`src/rtl/net_pkg.sv`:
```
// Shared definitions for the network transmit path.
//   NET_DATA_W    flit payload width
//   NET_KEEP_W    byte-enable width (NET_DATA_W/8)
//   NET_RLIMIT_W  width of rate-limiter config fields and counters
//   net_flit_t    packed flit {data, keep, last}; skid buffers carry this layout
//   skid_occ_e    occupancy states of the 2-entry skid buffer
package net_pkg;

  localparam int NET_DATA_W   = 64;
  localparam int NET_KEEP_W   = 8;
  localparam int NET_RLIMIT_W = 8;

  typedef struct packed {
    logic [NET_DATA_W-1:0] data;
    logic [NET_KEEP_W-1:0] keep;
    logic                  last;
  } net_flit_t;

  localparam int NET_FLIT_W = $bits(net_flit_t);

  typedef enum logic [1:0] {
    SKID_EMPTY = 2'd0,
    SKID_ONE   = 2'd1,
    SKID_FULL  = 2'd2
  } skid_occ_e;

endpackage

```
`src/rtl/net_skid_buffer.sv`:
```
// 2-entry registered ready/valid slice, FIFO order.
// Both push_ready and pop_valid come straight from flops, so there is no
// combinational path from pop_ready back to push_ready.
//   clock, reset           clock, asynchronous active-low reset
//   push_valid/ready/data  upstream handshake (payload W bits)
//   pop_valid/ready/data   downstream handshake; pop_data is the head entry
module net_skid_buffer
  import net_pkg::*;
#(
  parameter int W = NET_FLIT_W
) (
  input  logic         clock,
  input  logic         reset,
  input  logic         push_valid,
  output logic         push_ready,
  input  logic [W-1:0] push_data,
  output logic         pop_valid,
  input  logic         pop_ready,
  output logic [W-1:0] pop_data
);

  logic [W-1:0] ent0_p1;
  logic [W-1:0] ent1_p1;
  skid_occ_e    occ_p1;
  logic         vld_p1;
  logic         not_full_p1;
  logic         push;
  logic         pop;

  assign push_ready = not_full_p1;
  assign pop_valid  = vld_p1;
  assign pop_data   = ent0_p1;
  assign push       = push_valid & not_full_p1;
  assign pop        = vld_p1 & pop_ready;

  // stage p1: entry storage and occupancy; ent0 is always the head
  always_ff @(posedge clock or negedge reset) begin
    if (!reset) begin
      occ_p1      <= SKID_EMPTY;
      vld_p1      <= 1'b0;
      not_full_p1 <= 1'b1;
      ent0_p1     <= '0;
      ent1_p1     <= '0;
    end else begin
      case (occ_p1)
        SKID_EMPTY: begin
          if (push) begin
            ent0_p1 <= push_data;
            occ_p1  <= SKID_ONE;
            vld_p1  <= 1'b1;
          end
        end
        SKID_ONE: begin
          if (push && pop) begin
            // head leaves and the new flit takes its place; occupancy stays 1
            ent0_p1 <= push_data;
          end else if (push) begin
            ent1_p1     <= push_data;
            occ_p1      <= SKID_FULL;
            not_full_p1 <= 1'b0;
          end else if (pop) begin
            occ_p1 <= SKID_EMPTY;
            vld_p1 <= 1'b0;
          end
        end
        SKID_FULL: begin
          // push is impossible here because push_ready is low
          if (pop) begin
            ent0_p1     <= ent1_p1;
            occ_p1      <= SKID_ONE;
            not_full_p1 <= 1'b1;
          end
        end
        default: begin
          occ_p1      <= SKID_EMPTY;
          vld_p1      <= 1'b0;
          not_full_p1 <= 1'b1;
        end
      endcase
    end
  end

endmodule

```
`src/rtl/net_tx_rate_limiter.sv`:
```
// NIC transmit gate: admits flits toward the network port only while the
// token bucket holds a token, then forwards them through a 2-entry skid buffer.
//   clock, reset                          clock, asynchronous active-low reset
//   in_valid/in_ready/in_data/keep/last   flits from the NIC send path
//   out_valid/out_ready/out_data/keep/last flits to the network port
//   rlimit_inc     tokens added per refill tick
//   rlimit_period  cycles between ticks (0 behaves as 1)
//   rlimit_size    bucket capacity (0 blocks all traffic)
//   tokens         current token count
// Configuration is used live every cycle. One token is spent per accepted
// flit regardless of keep; packets may be throttled between flits.
module net_tx_rate_limiter
  import net_pkg::*;
#(
  parameter int DATA_W = NET_DATA_W,
  parameter int KEEP_W = NET_KEEP_W,   // must equal DATA_W/8
  parameter int CNT_W  = NET_RLIMIT_W
) (
  input  logic              clock,
  input  logic              reset,
  input  logic              in_valid,
  output logic              in_ready,
  input  logic [DATA_W-1:0] in_data,
  input  logic [KEEP_W-1:0] in_keep,
  input  logic              in_last,
  output logic              out_valid,
  input  logic              out_ready,
  output logic [DATA_W-1:0] out_data,
  output logic [KEEP_W-1:0] out_keep,
  output logic              out_last,
  input  logic [CNT_W-1:0]  rlimit_inc,
  input  logic [CNT_W-1:0]  rlimit_period,
  input  logic [CNT_W-1:0]  rlimit_size,
  output logic [CNT_W-1:0]  tokens
);

  // payload layout matches net_flit_t: {data, keep, last}
  localparam int PAY_W = DATA_W + KEEP_W + 1;

  logic [CNT_W-1:0] tokens_p0;
  logic [CNT_W-1:0] pcnt_p0;
  logic [CNT_W-1:0] period_eff;
  logic [CNT_W:0]   tokens_sum;
  logic             tick;
  logic             have_token;
  logic             skid_ready;
  logic             accept;
  logic [PAY_W-1:0] pay_in;
  logic [PAY_W-1:0] pay_out;

  // Clamp the widened token sum to the bucket capacity.
  function automatic logic [CNT_W-1:0] sat_tokens(input logic [CNT_W:0]   t,
                                                   input logic [CNT_W-1:0] cap);
    if (t > {1'b0, cap}) return cap;
    return t[CNT_W-1:0];
  endfunction

  assign period_eff = (rlimit_period == '0) ? CNT_W'(1) : rlimit_period;
  // >= rather than == so a period shrunk below the current count ticks at once
  assign tick       = (pcnt_p0 >= (period_eff - CNT_W'(1)));
  assign have_token = (tokens_p0 != '0);
  assign in_ready   = have_token & skid_ready;
  assign accept     = in_valid & in_ready;

  // accept implies tokens_p0 >= 1, so the subtraction never underflows
  assign tokens_sum = {1'b0, tokens_p0}
                    - {{CNT_W{1'b0}}, accept}
                    + (tick ? {1'b0, rlimit_inc} : {(CNT_W+1){1'b0}});

  // stage p0: token bucket and refill period counter
  always_ff @(posedge clock or negedge reset) begin
    if (!reset) begin
      tokens_p0 <= '0;
      pcnt_p0   <= '0;
    end else begin
      tokens_p0 <= sat_tokens(tokens_sum, rlimit_size);
      pcnt_p0   <= tick ? '0 : (pcnt_p0 + CNT_W'(1));
    end
  end

  assign tokens = tokens_p0;
  assign pay_in = {in_data, in_keep, in_last};

  // stage p1: registered output slice
  net_skid_buffer #(
    .W (PAY_W)
  ) u_skid (
    .clock      (clock),
    .reset      (reset),
    .push_valid (in_valid & have_token),
    .push_ready (skid_ready),
    .push_data  (pay_in),
    .pop_valid  (out_valid),
    .pop_ready  (out_ready),
    .pop_data   (pay_out)
  );

  assign {out_data, out_keep, out_last} = pay_out;

endmodule

```
`config.mk`:
```
export PLATFORM = sky130hd
export DESIGN_NAME = net_tx_rate_limiter
export DESIGN_NICKNAME = d
export VERILOG_FILES = /design/src/rtl/net_pkg.sv /design/src/rtl/net_skid_buffer.sv /design/src/rtl/net_tx_rate_limiter.sv
export SDC_FILE = /design/constraint.sdc
export NUM_CORES = 1
export LEC_CHECK = 0
export ABC_AREA = 1
export CORE_MARGIN = 2
export CORE_UTILIZATION = 52
export CTS_CLUSTER_DIAMETER = 120
export DETAILED_ROUTE_END_ITERATION = 6
export PLACE_DENSITY = 0.88
export SLEW_MARGIN = 10
export SYNTH_ARGS = -nofsm -noshare
export SYNTH_HDL_FRONTEND = slang
export SYNTH_SLANG_ARGS = --single-unit
```
`constraint.sdc`:
```
create_clock -name clock -period 4.9 [get_ports clock]
set_clock_uncertainty 0.1 [all_clocks]
set_input_delay 0.49 -clock clock [delete_from_list [all_inputs] [get_ports clock]]
set_output_delay 0.49 -clock clock [all_outputs]
set_load 0.02 [all_outputs]
```
## Yosys cells after proc, flatten, opt, wreduce, memory -nomap -nowiden

Cells that the tools add are included.

- Input port bits: 101
- Word-level logic and storage cells: 66
- Flip-flop bits (word level): 166
- Output and inout bits: 83

- Bitwise logic cells: 8
- Eq/ne operators: 10
- Order comparisons: 2
- Multiplexer cells: 25
- Reductions and logical operators: 10
- $add $sub $neg: 4

Operator list:

| kind | count |
|---|---|
| two-way mux 73 bit | 3 |
| one-hot mux 73 bit (3 select lines) | 1 |
| two-way mux 8 bit | 5 |
| AND reduction 4 bit | 3 |
| two-way mux 2 bit | 5 |
| inequality test 2 x 1 -> 1 bit (second input constant) | 5 |
| adder 9 x 8 -> 9 bit | 1 |
| greater-than comparator 9 x 8 -> 1 bit | 1 |
| subtractor 8 x 1 -> 9 bit | 1 |
| adder 8 x 1 -> 8 bit (second input constant) | 1 |
| >= comparator 8 bit | 1 |
| zero test 8 bit | 1 |
| two-way mux 1 bit | 8 |
| nonzero test 8 bit | 1 |
| subtractor 8 x 1 -> 8 bit (second input constant) | 1 |
| one-hot mux 1 bit (3 select lines) | 2 |
| one-hot mux 2 bit (3 select lines) | 1 |
| bitwise AND 1 bit | 5 |
| AND reduction 5 bit | 1 |
| inequality test 2 bit (second input constant) | 2 |
| inequality test 3 x 1 -> 1 bit (second input constant) | 1 |
| NOT 1 bit | 3 |
| AND reduction 3 bit | 1 |
| nonzero test 3 bit | 1 |
| other kinds (4) | 4 |

## Depth between registers and ports, before layout

Gate-level depths: netlist of the first run.

- Word-level depth: 9
- Depth in mapped cells: 34
- Mapped depth without buffers: 33

## By module

Synthesis of the first run repeated with hierarchy kept, for this count alone.

- Cells, all modules: 1184
- Area, all modules: 8918.6 µm²

By module, submodules not included:

| module | cells each | instances | area each (µm²) | seq. area each (µm²) |
|---|---|---|---|---|
| net_skid_buffer | 909 | 1 | 7000.5 | 3754.9 |
| net_tx_rate_limiter | 275 | 1 | 1918.1 | 400.4 |

## Worst setup path before layout of the first run

OpenSTA, ideal clock, no wires.

- Path type: in2reg
- Start: input rlimit_period[2]
- End: register tokens_p0[0], in the netlist tokens[0]
- Buffers on the path: 1
- Library setup time: 117 ps
- Arrival: 4979 ps
- Slack: -296 ps
- Required time: 4683 ps
- Stages on the path: 33
- Cell sequence: inv_1 -> nand2_1 -> nor2_1 -> a21oi_1 -> ha_1 -> nand3_1 -> nor3_1 -> xnor2_1 -> ha_1 -> nand2_1 -> nor2_1 -> nand4_1 -> o2111ai_1 -> clkbuf_1 -> nand2_1 -> ha_1 -> inv_1 -> ha_1 -> fa_1 -> nand3_1 -> nand2_1 -> nand2_1 -> nand2_1 -> nand2_1 -> nand2_1 -> ha_1 -> a21o_1 -> a21oi_1 -> nand2_1 -> nand2_1 -> nand2_1 -> nand2_1 -> nand2_1

- Cells in the longest elaborated chain, start to end: 9

Ends and longest elaborated chain:

| what | RTL line | RTL |
|---|---|---|
| start: declaration | net_tx_rate_limiter.sv:32 | `input logic [CNT_W-1:0] rlimit_period,` |
| zero test 8 bit | net_tx_rate_limiter.sv:58 | `assign period_eff = (rlimit_period == '0) ? CNT_W'(1) : rlimit_period;` |
| two-way mux 8 bit (*) | net_tx_rate_limiter.sv:58 |  |
| subtractor 8 x 1 -> 8 bit (*) | net_tx_rate_limiter.sv:60 | `assign tick = (pcnt_p0 >= (period_eff - CNT_W'(1)));` |
| >= comparator 8 bit (*) | net_tx_rate_limiter.sv:60 |  |
| two-way mux 8 bit (*) | net_tx_rate_limiter.sv:68 | `+ (tick ? {1'b0, rlimit_inc} : {(CNT_W+1){1'b0}});` |
| adder 9 x 8 -> 9 bit (*) | net_tx_rate_limiter.sv:68 |  |
| greater-than comparator 9 x 8 -> 1 bit | net_tx_rate_limiter.sv:54 | `if (t > {1'b0, cap}) return cap;` |
| two-way mux 1 bit | net_tx_rate_limiter.sv:54 |  |
| two-way mux 8 bit (*) | net_tx_rate_limiter.sv:55 | `return t[CNT_W-1:0];` |
| end signal: assignment | net_tx_rate_limiter.sv:76 | `tokens_p0 <= sat_tokens(tokens_sum, rlimit_size);` |
| end: declaration | net_tx_rate_limiter.sv:40 | `logic [CNT_W-1:0] tokens_p0;` |

Mark *: on every way between the ends. The rest lies on a longest branch, timed or not.
A chain may end at the register's enable or synchronous reset.

## Worst setup path in the final report of the first run

- Start: input rlimit_period[3]
- End: register tokens_p0[7], in the netlist tokens[7]

The elaborated chain is that of the path after synthesis.

==> results of run 1 <==
==> layer usage <==
layer / share of wire, % / routed length [um]
met3: 6.2 / 1520
met2: 49 / 12000
met5: 0 / 0
met1: 40 / 9740
met4: 4.2 / 1020
==> state kept, by name (all words and copies together) (netlist names) <==
signal,cells
u_skid.ent1_p1,73
u_skid.pop_data,73
pcnt_p0,8
tokens,8
u_skid.occ_p1,2
u_skid.pop_valid,1
u_skid.push_ready,1
==> report_power, final <==
group          total [W]  leakage (nW)  switching [W]  internal [W]
clock            0.00146         0.309       0.000595      0.000869
sequential       0.00241          2.07       0.000383       0.00203
combinational    0.00521          3.81        0.00312       0.00209
total            0.00909          6.19        0.00410       0.00499
==> cells in the mapped netlist (all sizes together), types with 2 or more instances <==
| cell | n | share of area (%) |
|---|---|---|
| xnor2 | 7 | 0.71 |
| o21ai | 13 | 0.76 |
| nand3b | 2 | 0.17 |
| dfrtp | 165 | 48 |
| xor2 | 6 | 0.61 |
| ha | 34 | 4.9 |
| nor2 | 19 | 0.86 |
| inv | 69 | 3.0 |
| a21oi | 9 | 0.52 |
| nand4 | 4 | 0.29 |
| nand3 | 164 | 9.5 |
| nand2 | 592 | 26 |
| nor3 | 4 | 0.36 |
| clkbuf | 25 | 1.1 |
| buf | 37 | 2.4 |
==> final cells by class <==
type,count,area [sq um],share of cell area (%)
Clock inverter,15,215,1.84
Antenna cell,1,2.50,0.0214
Clock buffer,17,425,3.63
Inverter,69,259,2.21
Tap cell,220,275,2.35
Multi-Input combinational cell,860,4200,35.8
Sequential cell,166,4160,35.5
Timing Repair Buffer,225,2180,18.6
==> worst max path at each step <==
stage                     end              from  slack (ns)  depth (start not counted)
finish              tokens[7]  rlimit_period[3]        0.11                         35
global route        tokens[7]  rlimit_period[0]       -0.09                         30
CTS                 tokens[7]  rlimit_period[2]       0.004                         33
detailed placement  tokens[7]  rlimit_period[2]       -0.60                         33
global placement    tokens[5]  rlimit_period[2]       -0.29                         33
floorplan           tokens[0]  rlimit_period[2]        0.07                         33
==> cell families after synthesis <==
| logic type | count (synthesis) | synth area share, % |
|---|---|---|
| and+or+nand+nor | 786 | 37.1 |
| DFF | 166 | 48.3 |
| buffers and inverters | 131 | 6.45 |
| adders and majority gates | 35 | 5.18 |
| AOI/OAI and AO/OA | 26 | 1.66 |
| xor gates and xnor gates | 13 | 1.32 |
==> stage by stage <==
| stage | worst slack, ns | util, % | TNS [ns] | power (W) |
|---|---|---|---|---|
| global route | -0.0876 | 71.4 | -0.585 | 0.00974 |
| global placement | -0.285 | 65.2 | -2.27 | 0.00682 |
| finish | 0.107 | 71.4 | 0 | 0.00909 |
| detailed placement | -0.598 | 65.2 | -4.60 | 0.00702 |
| floorplan | 0.0656 | - | 0 | 0.00527 |
| CTS | 0.00397 | 69.8 | 0 | 0.00861 |
==> cell usage in the layout, fill, tap and decap left out, drive strengths merged, types with 2 or more instances in the layout <==
cell type and n:
a21oi 9, buf 42, bufinv 4, clkbuf 17, clkdlybuf4s50 175, clkinv 2, clkinvlp 2, dfrtp 165
dlymetal6s2s 7, ha 34, inv 76, nand2 592, nand3 164, nand3b 2, nand4 4, nor2 19
nor3 4, o21ai 13, xnor2 7, xor2 6
==> what timing repair did <==
item | CTS | global route
pin swaps | 15 | 21
endpoints found under the hold margin | 62 | 0
buffers inserted | 4 | 4
setup endpoints to repair | 8 | 8
gates resized for setup | 17 | 50
hold buffers | 1 | 0
==> critical path, delay by kind of cell <==
family | cells | cell delay, ns
compound gates | 3 | 0.28
xor+xnor | 2 | 0.35
fa+ha+maj | 5 | 1.38
buf+inv | 9 | 0.99
simple gates | 16 | 1.52
==> summary.txt, run 1 <==
Worst hold path
  • Number of cells on the worst hold path: 1
  • Worst min-delay path category: reg2reg
  • Hold Path Origin: pcnt_p0[0]
  • Worst hold path endpoint: pcnt_p0[0]

Floorplanning
  • Die boundary width: 133 um
  • I/O pin cnt: between 150 and 200
  • Core outline area: around 16,000 sq um
  • Die footprint: 17,600 sq um
  • Starting density of the core: between 50% and 60%
  • Number of cell rows: between 40 and 50
  • Y dimension of the die: roughly 130 um

Worst setup path
  • Data required time at the worst endpoint: approximately 5.2 ns
  • Critical-path maximum fanout: 4
  • Crit. End Element: flip-flop
  • Most frequent cell on the critical path: nand2_1
  • Worst Setup Start Kind: input pin
  • Setup CP Type: in2reg
  • Slack of the worst reg-to-reg path: ~0.87 ns
  • Reg-to-reg startpoint: pcnt_p0[1]
  • Slowest cell on the critical path: fa_2
  • End of the worst register-to-register path: tokens[7]
  • Largest incremental delay on the critical path: 0.35 ns
  • Number of cells on the worst reg-to-reg path: 25
  • Arr. time, crit path: ~5.1 ns

Synthesis
  • Post-synth EDFFs: 0
  • Gate count after technology mapping: about 1,200
  • Cell area after technology mapping: between 8000 and 9000 sq um
  • Sequential-to-total area share from yosys stat: around half
  • Synth Net Count: approximately 1,300
  • Post-synthesis average cell area: between 7 and 8 sq um
  • Share of synthesized registers carrying an async set or reset: 100%
  • Yosys warns: 0
  • Predominant post-synthesis flop cell: dfrtp_1
  • Number of synthesized register bits: about 170
  • Netlist cell types: 28

STA
  • Final worst-path cycle share: 97.8%
  • Fin Hold WS: 0.368 ns
  • Count of pins over their slew limit: 0
  • Final Hold Viols: 0
  • Finish-stage setup viols: 0
  • Shortest clock period the worst path allows after layout: between 4 and 5 ns
  • Worst slew pin tran: between 0.8 and 0.9 ns
  • Highest Clock Rate: ~0.21 GHz
  • Relative slew slack: between 40% and 50%

Global route
  • Total routing usage reported by global routing: about 27%
  • Via count of the first global-routing pass: ~8,000
  • GR met2 Demand/Resource: between 40% and 50%
  • Met3 Resource Use GR: 4.56%
  • Antenna violations before repair: 1
  • Global routing's busiest layer: met2
  • First-pass GRT wire length: around 39,000 um
  • Pin count of the biggest net entering global routing: 78
  • Fraction of met1 tracks used by global routing: 34.7%
  • Total congestion overflow after global routing: 0

Clocking
  • Clock tree buffer depth: 2
  • Number of clock sinks seen by CTS: ~170
  • Clock transition at the registers of the reported paths: 0.07 ns
  • CTS buffer count: 17
  • Clock latency on the worst-skew pair: roughly 0.43 ns
  • CTS tree: done
  • Level count of the clock H-tree: 4
  • Clock tree root buffer cell: clkbuf_16

Route
  • Final WL: ~24,000 um
  • Pre-antenna DRT Iters: 5
  • Wire length per cell: between 15 and 20 um
  • Via-per-instance ratio: approximately 5.3
  • Via total after detailed routing: 8,391
  • Iteration-0 DRC count of the detailed router: between 600 and 700
  • Final routed DRC violation total: 0
  • Post-route antenna net violation count: 0

Placed design
  • Half-perimeter wire length after placement: about 15,000 um
  • Number of input and output port buffers inserted: approximately 180
  • Last weighted congestion value of the routability-driven placer: approximately 0.85
  • DP Cell Count: 1,531
  • Post-Place Cell Area: 10,700 sq um

Job
  • Max-Cap Viols: 0

Cells and area
  • Nets: 1,475
  • Number of non-filler instances in the completed layout: 1,573
  • Area growth from synthesis to final layout: 36.1%
  • Fillers: roughly 1,200
  • Layout Cell Area excl Fill: between 10,000 and 15,000 sq um
  • Share of cells above drive strength 1: 10.1%

Status
  • Result of the run: completed

Power and ir drop
  • Leak pwr: 6.19 nW
  • Worst vdd ir: between 800 and 900 uV
  • PwrDens: around 780 nW/um^2
Power figures use the tool's default switching activity.
==> run 2: changes to the inputs <==
- CORE_UTILIZATION: 52 -> 40
- PLACE_DENSITY: 0.88 -> 0.72
- SKIP_CTS_REPAIR_TIMING: default -> 1
==> summary.txt, run 2 (same netlist as run 1, synthesis figures left out) <==
Global route
  • Via count of the first global-routing pass: around 7,600
  • First-pass GRT wire length: 37,500 um
  • GR met2 Demand/Resource: ~34%
  • Met3 Resource Use GR: 4.39%
  • Total congestion overflow after global routing: 0
  • Global routing's busiest layer: met2
  • Pin count of the biggest net entering global routing: 78
  • Antenna violations before repair: 0
  • Total routing usage reported by global routing: between 20% and 30%
  • Fraction of met1 tracks used by global routing: 27.6%

Route
  • Via-per-instance ratio: 4.97
  • Iteration-0 DRC count of the detailed router: about 470
  • Final WL: 23,300 um
  • Pre-antenna DRT Iters: 5
  • Via total after detailed routing: approximately 8,100
  • Final routed DRC violation total: 0
  • Wire length per cell: 14.4 um
  • Post-route antenna net violation count: 0

Power and ir drop
  • Portion of total power attributed to combinational logic: between 50% and 60%
  • Worst vdd ir: around 640 uV
  • Flop pwr share: 27.7%
  • Reported net switching power: between 0.003 and 0.004 W
  • Leak pwr: about 6 nW
  • Internal Pwr Total: roughly 0.0047 W
  • PwrDens: 749 nW/um^2
  • Switching Fraction: a little under half
  • Clock network fraction of total power: around 15%

Worst setup path
  • Launch point of the critical path: rlimit_period[0]
  • Largest incremental delay on the critical path: 0.42 ns
  • Reg-to-reg startpoint: pcnt_p0[3]
  • Slowest cell on the critical path: clkdlybuf4s50_1
  • Number of cells on the worst reg-to-reg path: 26
  • Worst Setup Start Kind: input pin
  • Slack of the worst reg-to-reg path: just under 1 ns
  • Arr. time, crit path: approximately 5 ns
  • Most frequent cell on the critical path: nand2_1
  • End of the worst register-to-register path: tokens[5]
  • Crit. End Element: flip-flop
  • Setup CP Type: in2reg
  • Data required time at the worst endpoint: slightly above 5 ns
  • Critical-path maximum fanout: 4

STA
  • Unrepaired setup endpoints after global routing: no
  • Fin Hold WS: -0.0267 ns
  • Worst slew pin tran: 0.915 ns
  • Shortest clock period the worst path allows after layout: between 4 and 5 ns
  • Fin Setup TNS: 0 ns
  • Highest Clock Rate: approximately 0.22 GHz
  • Final Hold Viols: 22
  • Final worst-path cycle share: 94.9%
  • Fin worst setup slack: approximately 0.25 ns
  • Finish-stage setup viols: 0
  • Relative slew slack: roughly two fifths
  • Count of pins over their slew limit: 0

Cells and area
  • Leading cell types in the layout, fill and taps excluded: 581 x nand2_1, 175 x clkdlybuf4s50_1, 165 x dfrtp_1
  • Antenna Diode Count: 0
  • Commonest non-fill, non-tap cell in the layout: nand2_1
  • Number of non-filler instances in the completed layout: about 1,600
  • Area growth from synthesis to final layout: 34.4%
  • Share of cells above drive strength 1: under 10%
  • Nets: 1,469
  • Post-Route Utilization: roughly 55%

Clocking
  • CTS tree: done
  • Clock tree buffer depth: 2
  • CTS buffer count: 17
  • Clock transition at the registers of the reported paths: about 0.07 ns
  • Clock tree root buffer cell: clkbuf_16
  • Clock latency on the worst-skew pair: 0.42 ns
  • Number of clock sinks seen by CTS: 166
  • Level count of the clock H-tree: 4

Floorplanning
  • Y dimension of the die: ~150 um
  • I/O pin cnt: around 180
  • Number of cell rows: 53
  • Die boundary width: between 150 and 200 um
  • Core outline area: between 20,000 and 25,000 sq um
  • Die footprint: 22,700 sq um
  • Starting density of the core: between 40% and 50%

Placed design
  • Setup Slack @ Placement: -0.564 ns
  • Last weighted congestion value of the routability-driven placer: 0.873
  • DP Cell Count: 1,586
  • Half-perimeter wire length after placement: roughly 15,000 um
  • Number of input and output port buffers inserted: 183

Worst hold path
  • Worst min-delay path category: in2async

Job
  • Max-Cap Viols: 0

Status
  • Result of the run: finished with violations
  • Failing checks: negative hold slack
[run 2: changes by cell type in the layout (fill, tap and decap cells not counted), moves of 2 or more]
cell / before / now
ha_1: 26 / 28
buf_4: 38 / 32
nand2_2: 20 / 5
inv_6: 5 / 2
nand2_1: 569 / 581
nand3_1: 157 / 160
xor2_2: 0 / 2
nand3_2: 6 / 4
nand2_4: 2 / 6
bufinv_16: 4 / 0
clkinv_4: 1 / 5
[run 2: layer usage]
layer	wire [um]	vias up
met5	0	-
met4	363	0
met3	1330	23
met2	11100	228
met1	10500	3825
li1	-	3974
[run 2: layout make-up]
class | count | area [sq um]
clock inverter | 13 | 118
fill | 1919 | 9520
clock buffer | 18 | 439
tap | 275 | 344
inverter | 69 | 259
sequential | 166 | 4160
multi-input combinational | 860 | 4120
timing repair buffer | 219 | 2140
[run 2: power groups by stage]
stage | logic [W] | clock network, W | registers, W
after floorplan | 0.00252 | 0 | 0.00276
after global placement | 0.00454 | 0 | 0.00240
after detailed placement | 0.00466 | 0 | 0.00241
after CTS | 0.00467 | 0.00130 | 0.00240
after global routing | 0.00558 | 0.00136 | 0.00248
final | 0.00500 | 0.00127 | 0.00240
[run 2: per-stage QoR]
stage | area (sq um) | total power, W
2_1_floorplan | 8630 | 0.00527
3_3_place_gp | 10800 | 0.00693
5_1_grt | 11600 | 0.00941
4_1_cts | 11300 | 0.00837
6_report | 11600 | 0.00867
3_5_place_dp | 10800 | 0.00708
[run 2: worst max-delay path, delay by kind of cell]
kind	cells	cell delay, ns
fa+ha+maj	6	1.69
xor+xnor	2	0.26
simple gates	17	1.56
buf+inv	3	0.61
compound gates	2	0.27
[run 2: how the worst max path moves through the flow]
stage,to,cells after the start,slack (ns)
global placement,tokens[1],33,-0.29
floorplan,tokens[0],33,0.07
finish,tokens[5],30,0.25
detailed placement,tokens[5],33,-0.56
global route,tokens[5],30,0.02
CTS,tokens[5],33,-0.11
==> run 3: changes to the inputs <==
- SYNTH_HIERARCHICAL: default -> 1
==> summary.txt, run 3 <==
Synthesis
  • Yosys warns: 6
  • Most frequently used cell type in the post-synthesis netlist: nand2_1
  • Post-synth EDFFs: 0
  • Sequential-to-total area share from yosys stat: a little under half
  • Fraction of post-synthesis cell area in the top cell type by area: between 40 and 50%
  • Netlist cell types: 36
  • Predominant post-synthesis flop cell: dfrtp_1
  • Area contributors post-synth: dfrtp_1 46%, nand2_1 22%, nand3_1 14%
  • Synth Net Count: 1,320
  • Most instantiated cells after synthesis: 530 x nand2_1, 241 x nand3_1, 165 x dfrtp_1, 64 x inv_1, 49 x buf_2
  • Share of synthesized registers carrying an async set or reset: between 90% and 100%
  • Most area-hungry cell type in the Yosys netlist: dfrtp_1
  • Gate count after technology mapping: approximately 1,200
  • Cell area after technology mapping: between 8000 and 9000 sq um
  • Number of synthesized register bits: 166
  • Post-synthesis average cell area: around 7.5 sq um

Power and ir drop
  • Reported net switching power: approximately 0.0040 W
  • Leak pwr: ~6.2 nW
  • Switching Fraction: approximately 45%
  • Worst vdd ir: between 700 and 800 uV
  • Flop pwr share: roughly 28%
  • Internal Pwr Total: ~0.005 W
  • Total power draw: approximately 0.009 W
  • Clock network fraction of total power: approximately 16%
  • PwrDens: about 750 nW/um^2
  • Portion of total power attributed to combinational logic: 56.1%

Worst setup path
  • Reg-to-reg startpoint: pcnt_p0[3]
  • Setup CP Type: in2reg
  • Critical-path maximum fanout: 8
  • End of the worst register-to-register path: tokens[5]
  • Slowest cell on the critical path: clkdlybuf4s50_1
  • Crit. End Element: flip-flop
  • Most frequent cell on the critical path: nand2_1
  • Largest incremental delay on the critical path: 0.48 ns
  • Arr. time, crit path: a little under 5 ns
  • Launch point of the critical path: rlimit_period[1]
  • Slack of the worst reg-to-reg path: about 0.9 ns
  • Worst Setup Start Kind: input pin
  • Number of cells on the worst reg-to-reg path: 29
  • Data required time at the worst endpoint: 5.11 ns

Global route
  • Total routing usage reported by global routing: 21.3%
  • Via count of the first global-routing pass: approximately 8,100
  • First-pass GRT wire length: slightly above 40,000 um
  • Pin count of the biggest net entering global routing: a little over 90
  • Total congestion overflow after global routing: 0
  • Antenna violations before repair: 0

Route
  • Final WL: 25,200 um
  • Pre-antenna DRT Iters: 5
  • Wire length per cell: 15.3 um
  • Met2 wire length: ~12,000 um
  • Via-per-instance ratio: 5.06
  • Met3 layer wire length in the routed design: about 1700 um
  • Iteration-0 DRC count of the detailed router: between 400 and 500
  • Post-route antenna net violation count: 0
  • Final routed DRC violation total: 0
  • DR top layer: met4
  • Met1 WL: 11,000 um
  • Via total after detailed routing: between 8,000 and 9,000

STA
  • Final Hold Viols: 0
  • Worst slew pin tran: around 0.97 ns
  • Relative slew slack: a little over a third
  • Final worst-path cycle share: between 90% and 100%
  • Fin worst setup slack: about 0.16 ns
  • Fin Setup TNS: 0 ns
  • Shortest clock period the worst path allows after layout: 4.74 ns
  • Count of pins over their slew limit: 0
  • Finish-stage setup viols: 0
  • Fin Hold WS: approximately 0.04 ns
  • Highest Clock Rate: 0.211 GHz

Clocking
  • Clock tree root buffer cell: clkbuf_16
  • Clock tree buffer depth: 2
  • CTS buffer count: 17
  • Number of clock sinks seen by CTS: 166
  • CTS tree: done
  • Clock latency on the worst-skew pair: between 0.4 and 0.5 ns
  • Clock transition at the registers of the reported paths: around 0.07 ns
  • Level count of the clock H-tree: 4

Cells and area
  • Fillers: approximately 2,000
  • Area occupied by multi-input gates: 4300 sq um
  • Storage element area: approximately 4200 sq um
  • Commonest non-fill, non-tap cell in the layout: nand2_1
  • Nets: between 1,000 and 1,500
  • Area growth from synthesis to final layout: 33.3%
  • Antenna Diode Count: 0
  • Leading cell types in the layout, fill and taps excluded: 519 x nand2_1, 239 x nand3_1, 176 x clkdlybuf4s50_1
  • Share of cells above drive strength 1: under 10%
  • Layout Cell Area excl Fill: roughly 12,000 sq um

Placed design
  • Last weighted congestion value of the routability-driven placer: between 0.8 and 0.9
  • Setup Slack @ Placement: -0.437 ns
  • Number of input and output port buffers inserted: between 150 and 200
  • Post-Place Cell Area: between 10,000 and 15,000 sq um
  • Half-perimeter wire length after placement: about 15,000 um

Floorplanning
  • Number of cell rows: between 50 and 60
  • Die footprint: 23,500 sq um
  • Y dimension of the die: ~150 um
  • Die boundary width: approximately 150 um
  • I/O pin cnt: 184
  • Starting density of the core: about two fifths
  • Core outline area: 21,800 sq um

Status
  • Result of the run: completed

Worst hold path
  • Worst min-delay path category: in2async

Job
  • Max-Cap Viols: 0
[run 3: stage by stage]
stage / std cells / util, %
2_1_floorplan: 1184 / -
3_3_place_gp: 1613 / 50.5
3_5_place_dp: 1613 / 50.5
4_1_cts: 1644 / 53.4
5_1_grt: 1650 / 54.5
6_report: 1650 / 54.5
[run 3: per-layer routing]
| layer | GRT usage, % | vias to the layer above |
|---|---|---|
| met3 | 4.73 | 23 |
| met1 | 28.4 | 3934 |
| met4 | 5.69 | 0 |
| met2 | 35.1 | 290 |
| li1 | - | 4104 |
| met5 | 0 | - |
[run 3: power by group through the flow]
stage          Combinational, W  Sequential (W)  Clock [W]
3_5_place_dp            0.00479         0.00248          0
4_1_cts                 0.00482         0.00247    0.00150
3_3_place_gp            0.00470         0.00246          0
2_1_floorplan           0.00274         0.00277          0
6_report                0.00504         0.00247    0.00147
5_1_grt                 0.00558         0.00256    0.00156
[run 3: how the worst max path moves through the flow]
stage | end | slack [ns]
floorplan | tokens[1] | 0.21
global placement | tokens[2] | -0.31
detailed placement | tokens[7] | -0.44
CTS | tokens[7] | 0.008
global route | tokens[5] | -0.05
finish | tokens[5] | 0.16
[run 3: cell type report]
class | count | share of cell area (%)
multi-input cells | 877 | 36.2
inverters | 69 | 2.18
flip-flops and latches | 166 | 35.0
well taps | 280 | 2.95
clock buffers | 19 | 3.64
repair buffers | 227 | 18.4
clock inverters | 12 | 1.71
[run 3: kinds of logic after synthesis]
family          after synthesis  share of synthesized area, %
flops                       166                          46.6
xor+xnor                     12                          1.18
fa+ha+maj                    35                          4.99
buf+inv                     142                          7.34
simple gates                812                          38.5
compound gates               17                          1.36
[run 3: worst max-delay path: cells and delay by family]
| kind | cells | cell delay [ns] |
|---|---|---|
| buf+inv | 8 | 1.16 |
| xor+xnor | 1 | 0.26 |
| compound gates | 1 | 0.12 |
| simple gates | 21 | 1.82 |
| fa+ha+maj | 4 | 1.09 |
